File: config.mk
export PLATFORM = sky130hd
export DESIGN_NAME = lsu_wb
export DESIGN_NICKNAME = d
export VERILOG_FILES = /design/src/rtl/lsu_pkg.sv /design/src/rtl/lsu_load_align.sv /design/src/rtl/lsu_wb.sv
export SDC_FILE = /design/constraint.sdc
export NUM_CORES = 1
export LEC_CHECK = 0
export ABC_CLOCK_PERIOD_IN_PS = 2900
export BUFFER_PORTS_ARGS = -buffer_cell sky130_fd_sc_hd__buf_4
export CORE_MARGIN = 2
export CORE_UTILIZATION = 53
export CTS_CLUSTER_SIZE = 28
export DETAILED_ROUTE_END_ITERATION = 8
export MAX_ROUTING_LAYER = met4
export PLACE_DENSITY = 0.9
export SLEW_MARGIN = 30
export SYNTH_ARGS = -nofsm -noshare
export SYNTH_HDL_FRONTEND = slang
export SYNTH_SLANG_ARGS = --single-unit
export TNS_END_PERCENT = 10
File: constraint.sdc
create_clock -name clk -period 2.9 [get_ports clk]
set_input_delay 0.29 -clock clk [delete_from_list [all_inputs] [get_ports clk]]
set_output_delay 0.29 -clock clk [all_outputs]
set_load 0.02 [all_outputs]
File: src/rtl/lsu_pkg.sv
`timescale 1ns/1ps
// ---------------------------------------------------------------------------
// lsu_pkg
// Shared definitions for the load/store unit: FSM state encoding, RV32I
// funct3 width codes, store-strobe base patterns and legality helpers.
// Optional build macro: LSU_MISALIGN_TRAP_EN (used by addr_misaligned()
// callers in lsu_wb).
// ---------------------------------------------------------------------------
package lsu_pkg;

    typedef enum logic [1:0] {
        ST_IDLE = 2'd0,
        ST_REQ  = 2'd1,
        ST_RESP = 2'd2,
        ST_DONE = 2'd3
    } state_t;

    localparam logic [2:0] F3_B  = 3'b000;
    localparam logic [2:0] F3_H  = 3'b001;
    localparam logic [2:0] F3_W  = 3'b010;
    localparam logic [2:0] F3_BU = 3'b100;
    localparam logic [2:0] F3_HU = 3'b101;

    localparam logic [3:0] STRB_B = 4'b0001;
    localparam logic [3:0] STRB_H = 4'b0011;
    localparam logic [3:0] STRB_W = 4'b1111;

    // Stores only know signed widths; loads add the two unsigned variants.
    function automatic logic f3_legal(input logic we, input logic [2:0] f3);
        if (we) begin
            return (f3 == F3_B) || (f3 == F3_H) || (f3 == F3_W);
        end
        return (f3 == F3_B) || (f3 == F3_H) || (f3 == F3_W) ||
               (f3 == F3_BU) || (f3 == F3_HU);
    endfunction

    function automatic logic addr_misaligned(input logic [2:0] f3, input logic [1:0] lo);
        case (f3)
            F3_H, F3_HU: return lo[0];
            F3_W:        return (lo != 2'b00);
            default:     return 1'b0;
        endcase
    endfunction

endpackage

File: src/rtl/lsu_load_align.sv
`timescale 1ns/1ps
// ---------------------------------------------------------------------------
// lsu_load_align
// Combinational load-data extraction: selects the addressed byte/half of the
// read word and sign- or zero-extends it according to funct3.
// Ports:
//   i_rdata    32-bit word returned by the data bus
//   i_addr_lo  byte offset within the word (addr[1:0])
//   i_funct3   RV32I load width/sign code
//   o_data     extended 32-bit result for the register file
// ---------------------------------------------------------------------------
module lsu_load_align
    import lsu_pkg::*;
(
    input  logic [31:0] i_rdata,
    input  logic [1:0]  i_addr_lo,
    input  logic [2:0]  i_funct3,
    output logic [31:0] o_data
);

    logic [7:0]  w_byte;
    logic [15:0] w_half;

    // NOTE: every always_comb output gets a default first, so no path can
    // leave it unassigned and infer a latch.
    always_comb begin
        w_byte = i_rdata[7:0];
        case (i_addr_lo)
            2'd1:    w_byte = i_rdata[15:8];
            2'd2:    w_byte = i_rdata[23:16];
            2'd3:    w_byte = i_rdata[31:24];
            default: w_byte = i_rdata[7:0];
        endcase

        // Half select uses addr[1] only; addr[0] is ignored here.
        w_half = i_addr_lo[1] ? i_rdata[31:16] : i_rdata[15:0];

        o_data = i_rdata;
        case (i_funct3)
            F3_B:    o_data = {{24{w_byte[7]}}, w_byte};
            F3_BU:   o_data = {24'd0, w_byte};
            F3_H:    o_data = {{16{w_half[15]}}, w_half};
            F3_HU:   o_data = {16'd0, w_half};
            default: o_data = i_rdata;
        endcase
    end

endmodule

File: src/rtl/lsu_wb.sv
`timescale 1ns/1ps
// ---------------------------------------------------------------------------
// lsu_wb
// Multi-cycle load/store unit feeding the register-file write port.
// Takes one op from the core, runs a valid/ready request (and, for loads, a
// rvalid response) on the data bus, then pulses req_ack for one cycle and,
// for loads with rd!=0, writes the aligned/extended data to the register file.
// busy is high whenever the FSM is not IDLE.
// Ports:
//   clk, rst                    clock; asynchronous active-low reset
//   req_*                       core op (valid, we, funct3, addr, wdata, rd)
//   req_ack, busy, misalign     completion pulse, stall, misalign flag
//   mem_valid/ready/we/addr/wstrb/wdata   bus request channel
//   mem_rvalid/rdata            bus read response
//   rf_we/wa/wd                 register-file write port
// Optional build macro: LSU_MISALIGN_TRAP_EN -- misaligned half/word accesses
// skip the bus and complete with misalign=1. Undefined: misalign tied 0 and
// low address bits are ignored.
// ---------------------------------------------------------------------------
module lsu_wb
    import lsu_pkg::*;
#(
    parameter int ADDR_W = 32
) (
    input  logic              clk,
    input  logic              rst,
    input  logic              req_valid,
    input  logic              req_we,
    input  logic [2:0]        req_funct3,
    input  logic [ADDR_W-1:0] req_addr,
    input  logic [31:0]       req_wdata,
    input  logic [4:0]        req_rd,
    output logic              req_ack,
    output logic              busy,
    output logic              misalign,
    output logic              mem_valid,
    input  logic              mem_ready,
    output logic              mem_we,
    output logic [ADDR_W-1:0] mem_addr,
    output logic [3:0]        mem_wstrb,
    output logic [31:0]       mem_wdata,
    input  logic              mem_rvalid,
    input  logic [31:0]       mem_rdata,
    output logic              rf_we,
    output logic [4:0]        rf_wa,
    output logic [31:0]       rf_wd
);

    state_t            r_state;
    state_t            w_next;

    logic              r_we;
    logic [2:0]        r_funct3;
    logic [ADDR_W-1:0] r_addr;
    logic [31:0]       r_wdata;
    logic [4:0]        r_rd;
    logic [31:0]       r_rdata;
    logic              r_skip;     // op completes without touching the bus

    logic              w_accept;
    logic              w_req_skip;
    logic [3:0]        w_strb;
    logic [31:0]       w_store_data;
    logic [31:0]       w_load_data;

`ifdef LSU_MISALIGN_TRAP_EN
    logic              r_misal;
    logic              w_req_misal;

    assign w_req_misal = addr_misaligned(req_funct3, req_addr[1:0]);
    assign w_req_skip  = !f3_legal(req_we, req_funct3) || w_req_misal;
`else
    assign w_req_skip  = !f3_legal(req_we, req_funct3);
`endif

    assign w_accept = (r_state == ST_IDLE) && req_valid;

    // NOTE: sequential state uses non-blocking assignments only, so every
    // flop samples the pre-edge value of every other flop.
    always_ff @(posedge clk or negedge rst) begin
        if (!rst) begin
            r_state <= ST_IDLE;
        end else begin
            r_state <= w_next;
        end
    end

    // NOTE: the captured op and read data are plain registers (not an array),
    // so they are cleared on reset to make every output 0 out of reset.
    always_ff @(posedge clk or negedge rst) begin
        if (!rst) begin
            r_we     <= 1'b0;
            r_funct3 <= 3'd0;
            r_addr   <= '0;
            r_wdata  <= 32'd0;
            r_rd     <= 5'd0;
            r_rdata  <= 32'd0;
            r_skip   <= 1'b0;
`ifdef LSU_MISALIGN_TRAP_EN
            r_misal  <= 1'b0;
`endif
        end else begin
            if (w_accept) begin
                r_we     <= req_we;
                r_funct3 <= req_funct3;
                r_addr   <= req_addr;
                r_wdata  <= req_wdata;
                r_rd     <= req_rd;
                r_skip   <= w_req_skip;
`ifdef LSU_MISALIGN_TRAP_EN
                r_misal  <= w_req_misal;
`endif
            end
            // rvalid is only honoured in RESP, so a stray response after a
            // reset or during REQ can never corrupt the captured data.
            if ((r_state == ST_RESP) && mem_rvalid) begin
                r_rdata <= mem_rdata;
            end
        end
    end

    // Store lane placement: data is replicated so the strobes pick the lane.
    always_comb begin
        w_strb       = STRB_W;
        w_store_data = r_wdata;
        case (r_funct3)
            F3_B: begin
                w_strb       = STRB_B << r_addr[1:0];
                w_store_data = {4{r_wdata[7:0]}};
            end
            F3_H: begin
                w_strb       = STRB_H << {r_addr[1], 1'b0};
                w_store_data = {2{r_wdata[15:0]}};
            end
            default: begin
                w_strb       = STRB_W;
                w_store_data = r_wdata;
            end
        endcase
    end

    lsu_load_align u_align (
        .i_rdata   (r_rdata),
        .i_addr_lo (r_addr[1:0]),
        .i_funct3  (r_funct3),
        .o_data    (w_load_data)
    );

    always_comb begin
        w_next    = r_state;
        req_ack   = 1'b0;
        mem_valid = 1'b0;
        mem_we    = 1'b0;
        mem_addr  = '0;
        mem_wstrb = 4'd0;
        mem_wdata = 32'd0;
        rf_we     = 1'b0;
        rf_wa     = 5'd0;
        rf_wd     = 32'd0;

        case (r_state)
            ST_IDLE: begin
                if (req_valid) begin
                    w_next = w_req_skip ? ST_DONE : ST_REQ;
                end
            end
            ST_REQ: begin
                mem_valid = 1'b1;
                mem_we    = r_we;
                mem_addr  = {r_addr[ADDR_W-1:2], 2'b00};
                if (r_we) begin
                    mem_wstrb = w_strb;
                    mem_wdata = w_store_data;
                end
                if (mem_ready) begin
                    w_next = r_we ? ST_DONE : ST_RESP;
                end
            end
            ST_RESP: begin
                if (mem_rvalid) begin
                    w_next = ST_DONE;
                end
            end
            ST_DONE: begin
                req_ack = 1'b1;
                rf_we   = !r_we && !r_skip && (r_rd != 5'd0);
                rf_wa   = r_rd;
                rf_wd   = w_load_data;
                w_next  = ST_IDLE;
            end
            default: w_next = ST_IDLE;
        endcase
    end

    assign busy = (r_state != ST_IDLE);

`ifdef LSU_MISALIGN_TRAP_EN
    assign misalign = (r_state == ST_DONE) && r_misal;
`else
    assign misalign = 1'b0;
`endif

endmodule

== Yosys cells after proc, flatten, opt, wreduce, memory -nomap -nowiden ==
Index checks and enable logic that the tools add are counted.
W data, S select, Z words.
Operators by class
  shift operators: 2
  equal/unequal tests: 16
  reductions and logical operators: 17
  mux-type cells: 25
Operators with widths (count)
  $mux W32: 4
  $pmux W32 S4: 1
  $pmux W32 S2: 1
  $pmux W8 S3: 1
  $mux W16: 1
  $eq A3 B3 Y1 const B: 4
  $eq A2 B2 Y1 const B: 4
  $mux W1: 8
  $mux W2: 4
  $mux W4: 2
  $pmux W2 S4: 1
  $pmux W4 S2: 1
  $eq A3 B1 Y1 const B: 2
  $logic_not A3 Y1: 2
  $ne A2 B2 Y1 const B: 3
  $mux W5: 1
  $reduce_bool A5 Y1: 1
  $eq A2 B1 Y1 const B: 2
  $logic_and A1 B1 Y1: 4
  $logic_or A1 B1 Y1: 4
  $shl A1 B2 Y4 const A: 1
  $shl A2 B2 Y4 const A: 1
  $eq A3 B2 Y1 const B: 1
  $logic_not A1 Y1: 3
  other kinds (3): 3
Word-level totals
  flip-flop bits (word level): 108
  input port bits: 110
  word-level logic and storage cells: 68

== Logic depth before layout (Yosys ltp) ==
Gate-level depths: netlist (run 1).
  depth in word-level cells: 9
  depth in mapped cells: 7
  depth with buffers taken out: 6

== By module ==
Synthesis (run 1) repeated with hierarchy kept, for this count alone.
Unflattened totals
  cell total of the unflattened synthesis: 547
  area, all modules: 6072.1 µm²
Modules (own cells, without submodules)
  lsu_wb: cells an instance 436, instances 1, area each 5403.9 µm²
  lsu_load_align: cells an instance 111, instances 1, area each 668.1 µm²

== Worst setup path after synthesis (run 1) ==
No wires, ideal clock.
  path type: flip-flop to output port
  start: register r_state[0]
  end: output port rf_we
  arrival time: 1.959 ns
  cell stages (with the launch flop): 5
  path buffers: 2
  data required time: 2.610 ns
  path slack: 0.651 ns
  path through: dfrtp_1 > ha_1 > clkbuf_1 > clkbuf_1 > nor4b_1
Between the ends
  word-level cells in the longest chain between the ends: 2
Ends and longest elaborated chain
  start: declaration: RTL line lsu_wb.sv:49  | state_t r_state;
  start signal: assignment: RTL line lsu_wb.sv:84  | r_state <= w_next;
  $eq A2 B2 Y1: RTL line lsu_wb.sv:161  | case (r_state)
  $mux W1: RTL line lsu_wb.sv:161
  end: declaration: RTL line lsu_wb.sv:44  | output logic rf_we,
No other way between the ends.

== Worst setup path after layout (run 1) ==
  start: register r_rdata[31]
  end: output port rf_wd[16]
Between the ends
  word-level cells in the longest chain between the ends: 3
  elaborated cells between the ends (all ways): 4
  classes of those cells: mux: 4
Ends and longest elaborated chain
  start: declaration: RTL line lsu_wb.sv:57  | logic [31:0] r_rdata;
  start signal: assignment: RTL line lsu_wb.sv:117  | r_rdata <= mem_rdata;
  $pmux W8 S3 or $mux W16 (tied branches): RTL line lsu_load_align.sv:28, lsu_load_align.sv:36
  $pmux W32 S4 *: RTL line lsu_load_align.sv:39  | case (i_funct3)
  $mux W32 *: RTL line lsu_wb.sv:161
  end: declaration: RTL line lsu_wb.sv:46  | output logic [31:0] rf_wd
Every way passes the cells marked *; elsewhere a longest branch is shown, timed or not.

==> flow_summary.toml, run 1 <==
[status]
outcome = "finished, violations left"
violations = "negative hold slack"

[die]
die_area_um2 = 11600
die_w_um = 108
die_h_um = 108
rows = 37
start_util = 0.548
boundaryPins = 221
core_area_um2 = 10400

[clock_network]
cts_setup_buffers = 0
h-tree-depth = 3
clk_latency_ns = 0.38
clkSlewWorstSetupHoldPaths_ns = 0.10
clockBufferDepth = 2
cts.sinks = 108
cts_resized = 0
cts_made_buffers = 9
cts_root_buf = "clkbuf_8"
cts_tree = "built"
ctsHoldBuffers = 0

[routing]
wl_um = 15600
drt-initial-drc-count = 240
via_per_inst = 5.60
ant_nets = 0
vias = 4824
drc = 0
drt_pre_antenna_iters = 5
wl_per_cell_um = 18.1

[placed_design]
port_buffers = 217
dpl.hpwl_um = 11400
routabilityCongestion = 0.992

[setup_path]
cp-end-kind = "output port"
worstPathRequired_ns = 2.61
crit_buf_inv = 1
crit_fanout = 16
critPathMaxStageDelay_ns = 0.64
arrival_ns = 2.40
crit_slowest_cell = "a221oi_4"
worstSetupPathType = "reg2out"
cp_top_family = "compound AO/OA/AOI/OAI gates"
path_cells = "mux4_2 > a221oi_4 > nor2_1 > buf_4"
start_kind = "flop"

[power_and_ir_drop]
switching_power_mw = 3.83
p_int_mw = 5.02
total_leakage_power_nw = 3.66
peakVddDrop_v = 0.000625
p_sw_frac = 0.433
power.density_nw_per_um2 = 1160
p_clk_frac = 0.109
p_comb_frac = 0.560
pwr-share-seq = 0.331

[timing]
whs_ns = -0.0153
setup_tns_ns = 0
setup_viol = 0
rsz0062_at_grt = "false"
drv_slew = 0
fmax_mhz = 372
min_period_over_period = 0.928
finalHoldViolCount = 11
skew_ns = 0.00755
layout_min_cycle_time_ns = 2.69
relSlewSlack = 0.454
max_slew.worst_pin.slew_ns = 0.818

[logic_synthesis]
synth-compound-area-share = 0.0804
synth_top_family_by_area = "multiplexers"
synth_xor_xnor_area_share = 0
yosysTopAreaCell = "dfrtp_1"
synth_seq_cells = 108
synth-simple-area-share = 0.152
synth_cell_types = 38
postSynthAreaPerCell_um2 = 10.9
synthTopCellsByArea = "dfrtp_1 (47%), mux2_2 (22%), and2_1 (3.8%)"
async_flop_share = 1.00
synth-main-ff-cell = "dfrtp_1"
synth_edf_count = 0
synthAdderAreaFrac = 0.0110
ys_warn_count = 0
yosys.area.top_type_share = 0.473
syn_area_um2 = 5710
yosysSeqAreaShare = 0.473
synth_mux_area_frac = 0.243
synthCells = 526

[cells_and_area]
fin_util = 0.731
drive_gt1_frac = 0.510
n_fill_cell = 756
nets = 835
antennaDiodeCount = 0
layout-area-overhead-vs-synth_pct = 33.4

[grt]
grt_start_max_net_pins = 76
grt_pass1_wl_um = 24300
antenna_found_initial = 0
grtUsageTotal = 0.277
overflow = 0
grt_pass1_vias = 4867

[min_path]
hp-class = "in2async"

[flow_run]
maxCapViolCount = 0
## power by group through the flow
stage / clock, mW / sequential, mW / combinational, mW
CTS: 0.984 / 2.90 / 4.97
detailed placement: 0 / 2.93 / 4.95
global placement: 0 / 2.87 / 4.80
finish: 0.961 / 2.93 / 4.96
global route: 1.04 / 3.02 / 5.34
floorplan: 0 / 2.65 / 3.49
## worst paths after layout
check	startpoint	endpoint	slack, ns	depth (start not counted)
min	rst	r_rdata[3]	-0.02	1
max reg2reg	r_state[0]	r_wdata[8]	1.05	4
min in group clk	req_addr[9]	r_addr[9]	0.13	2
max	r_rdata[31]	rf_wd[16]	0.21	4
max in group asynchronous	rst	r_wdata[6]	2.15	2
min reg2reg	r_addr[13]	r_addr[13]	0.51	1
## routing by layer
| layer | vias up | share of wire | GRT usage |
|---|---|---|---|
| li1 | 2225 | - | - |
| met4 | 0 | 0.039 | 0.120 |
| met2 | 214 | 0.50 | 0.438 |
| met3 | 47 | 0.066 | 0.0545 |
| met1 | 2338 | 0.40 | 0.348 |
| met5 | - | 0 | - |
## through the flow
stage               total power [mW]  hold WS (ns)  cells  cell area [µm²]  setup WS, ns
finish                          8.85       -0.0153    861             7620         0.210
global route                    9.40        0.0436    861             7620        0.0563
CTS                             8.85       0.00395    861             7610         0.209
detailed placement              7.88         0.432    845             7400         0.637
global placement                7.67         0.421    845             7400         0.726
floorplan                       6.14      -0.00559    528             5720         0.651
## cell usage after synthesis (3+ instances only)
library cell,n
dfrtp_1,108
clkbuf_1,35
ha_1,5
o21a_1,7
nor2b_1,4
nand3_1,18
mux2_2,114
o21ai_0,20
nand4_1,15
buf_4,3
inv_1,6
mux2i_1,8
buf_6,3
and3_1,8
a21oi_1,22
a211oi_1,8
buf_1,3
nand2_1,37
and2_1,35
nor2_1,33
o221a_2,7
nand2b_1,8
## layout by cell type, fill, tap and decap left out, types with 2 or more instances in the layout
master,n
a211oi_1,8
a21oi_1,22
and2_1,35
and3_1,8
buf_4,225
clkbuf_8,10
clkinvlp_4,2
conb_1,3
dfrtp_1,108
ha_1,5
inv_1,6
mux2_2,114
mux2i_1,8
nand2_1,36
nand2b_1,8
nand3_1,18
nand4_1,15
nor2_1,33
nor2b_1,4
nor3_1,2
nor4_1,2
o21a_1,7
o21ai_0,20
o221a_2,7
or3b_2,2
## sequential cells by signal (all words and copies together), names as in the netlist
signal and count:
r_addr 32, r_funct3 3, r_rd 5, r_rdata 32
r_skip 1, r_state 2, r_wdata 32, r_we 1
## kinds of logic after synthesis
group                      count (synthesis)
and+or+nand+nor                          169
muxes                                    123
DFF                                      108
AOI/OAI and AO/OA                         69
buffers and inverters                     51
adders and majority gates                  5
other                                      1
## layout make-up
type | count | area (µm²) | area share
Inverter | 6 | 22.5 | 0.00296
Timing Repair Buffer | 226 | 1710 | 0.224
Clock inverter | 6 | 70.1 | 0.00920
Multi-Input combinational cell | 369 | 2810 | 0.368
Tap cell | 136 | 170 | 0.0223
Clock buffer | 10 | 138 | 0.0181
Sequential cell | 108 | 2700 | 0.355
Note: power is estimated with default switching activity, not from simulation.
==> inputs of run 2 (changes only) <==
MAX_ROUTING_LAYER = unset   (was met4)
REMOVE_ABC_BUFFERS = 1   (was unset)
SLEW_MARGIN = 20   (was 30)
==> flow_summary.toml, run 2 (same netlist as run 1, synthesis figures left out) <==
[placed_design]
port_buffers = 217
dpl.hpwl_um = 11800
dp_cells = 847
place_ws_ns = 0.530
routabilityCongestion = 0.838

[timing]
max_slew.worst_pin.slew_ns = 1.01
fmax_mhz = 361
min_period_over_period = 0.954
relSlewSlack = 0.329
layout_min_cycle_time_ns = 2.77
skew_ns = 0.00776
rsz0062_at_grt = "false"
finalHoldViolCount = 0
setup_tns_ns = 0
drv_slew = 0
fin_ws_ns = 0.133
setup_viol = 0

[clock_network]
cts_root_buf = "clkbuf_8"
cts_resized = 0
ctsHoldBuffers = 0
clk_latency_ns = 0.39
h-tree-depth = 3
cts.sinks = 108
cts_tree = "built"
clkSlewWorstSetupHoldPaths_ns = 0.09
cts_made_buffers = 9
cts_setup_buffers = 0
clockBufferDepth = 2

[routing]
wl_um = 16100
drt-initial-drc-count = 288
vias = 4843
wl_per_cell_um = 18.7
ant_nets = 0
drc = 0
via_per_inst = 5.61
drt_pre_antenna_iters = 7

[die]
die_w_um = 108
die_area_um2 = 11600
start_util = 0.548
core_area_um2 = 10400
boundaryPins = 221
rows = 37
die_h_um = 108

[setup_path]
crit_fanout = 16
cp-end-kind = "output port"
start_kind = "flop"
r2r_slack_ns = 0.79
worstPathRequired_ns = 2.61
worstSetupPathType = "reg2out"
r2r-start = "r_state[0]"
arrival_ns = 2.48
worst-r2r-cell-count = 4
cp-startpoint = "r_rdata[31]"
timing.rr.end = "r_wdata[16]"

[power_and_ir_drop]
power_mw = 8.80
total_leakage_power_nw = 3.66
power.density_nw_per_um2 = 1160
peakVddDrop_v = 0.000875

[cells_and_area]
n_fill_cell = 725
reg_top3 = "r_addr x32, r_rdata x32, r_wdata x32"
antennaDiodeCount = 0
instances_no_fill = 863
final_common_cell = "buf_4"
drive_gt1_frac = 0.512
nets = 837
mostFrequentLayoutCells = "buf_4 (226), mux2_2 (114), dfrtp_1 (108)"
layout-area-overhead-vs-synth_pct = 33.1

[grt]
grt_pass1_vias = 5100
grtUsageTotal = 0.284
overflow = 0
antenna_found_initial = 0
grt_pass1_wl_um = 25400
grt_start_max_net_pins = 76

[flow_run]
maxCapViolCount = 0

[status]
outcome = "finished clean"

[min_path]
hp-class = "in2async"
-- run 2: layer usage --
metal | wire length, µm | track usage | vias to the layer above
li1 | - | - | 2237
met1 | 6100 | 0.332 | 2361
met2 | 8270 | 0.482 | 214
met3 | 1350 | 0.0999 | 31
met4 | 387 | 0.103 | 0
met5 | 0 | 0 | -
-- run 2: layout make-up --
cell class / count / area, µm² / share of cell area
clock buffers: 12 / 145 / 0.0191
clock inverters: 4 / 23.8 / 0.00313
inverters: 6 / 22.5 / 0.00296
multi-input cells: 369 / 2800 / 0.368
flip-flops and latches: 108 / 2700 / 0.355
well taps: 136 / 170 / 0.0224
repair buffers: 228 / 1740 / 0.228
-- run 2: worst max path at each step --
stage	slack, ns	endpoint
6_report	0.13	rf_wd[23]
5_1_grt	0.003	rf_wd[24]
4_1_cts	0.1	rf_wd[23]
3_5_place_dp	0.53	rf_wd[23]
3_3_place_gp	0.66	rf_wd[23]
2_1_floorplan	0.09	r_addr[0]
-- run 2: through the flow --
stage | hold slack [ns] | cell area [µm²] | util
after detailed placement | 0.481 | 7430 | 0.714
after floorplan | -0.00559 | 5510 | -
after CTS | 0.0536 | 7600 | 0.730
final | 0.0320 | 7600 | 0.730
after global placement | 0.472 | 7430 | 0.714
after global routing | 0.0864 | 7600 | 0.730
-- run 2: critical path, stage by stage (launching register included) --
cell and delay (ns):
dfrtp_1 0.42, mux4_2 0.63, a221oi_4 0.71, nor2_1 0.13
buf_4 0.19
-- run 2: power by group --
part           switching [mW]  total, mW  leakage, nW  internal [mW]
registers               0.647       2.93         1.28           2.28
logic                    2.69       5.03         2.29           2.35
clock network           0.502      0.838       0.0905          0.336
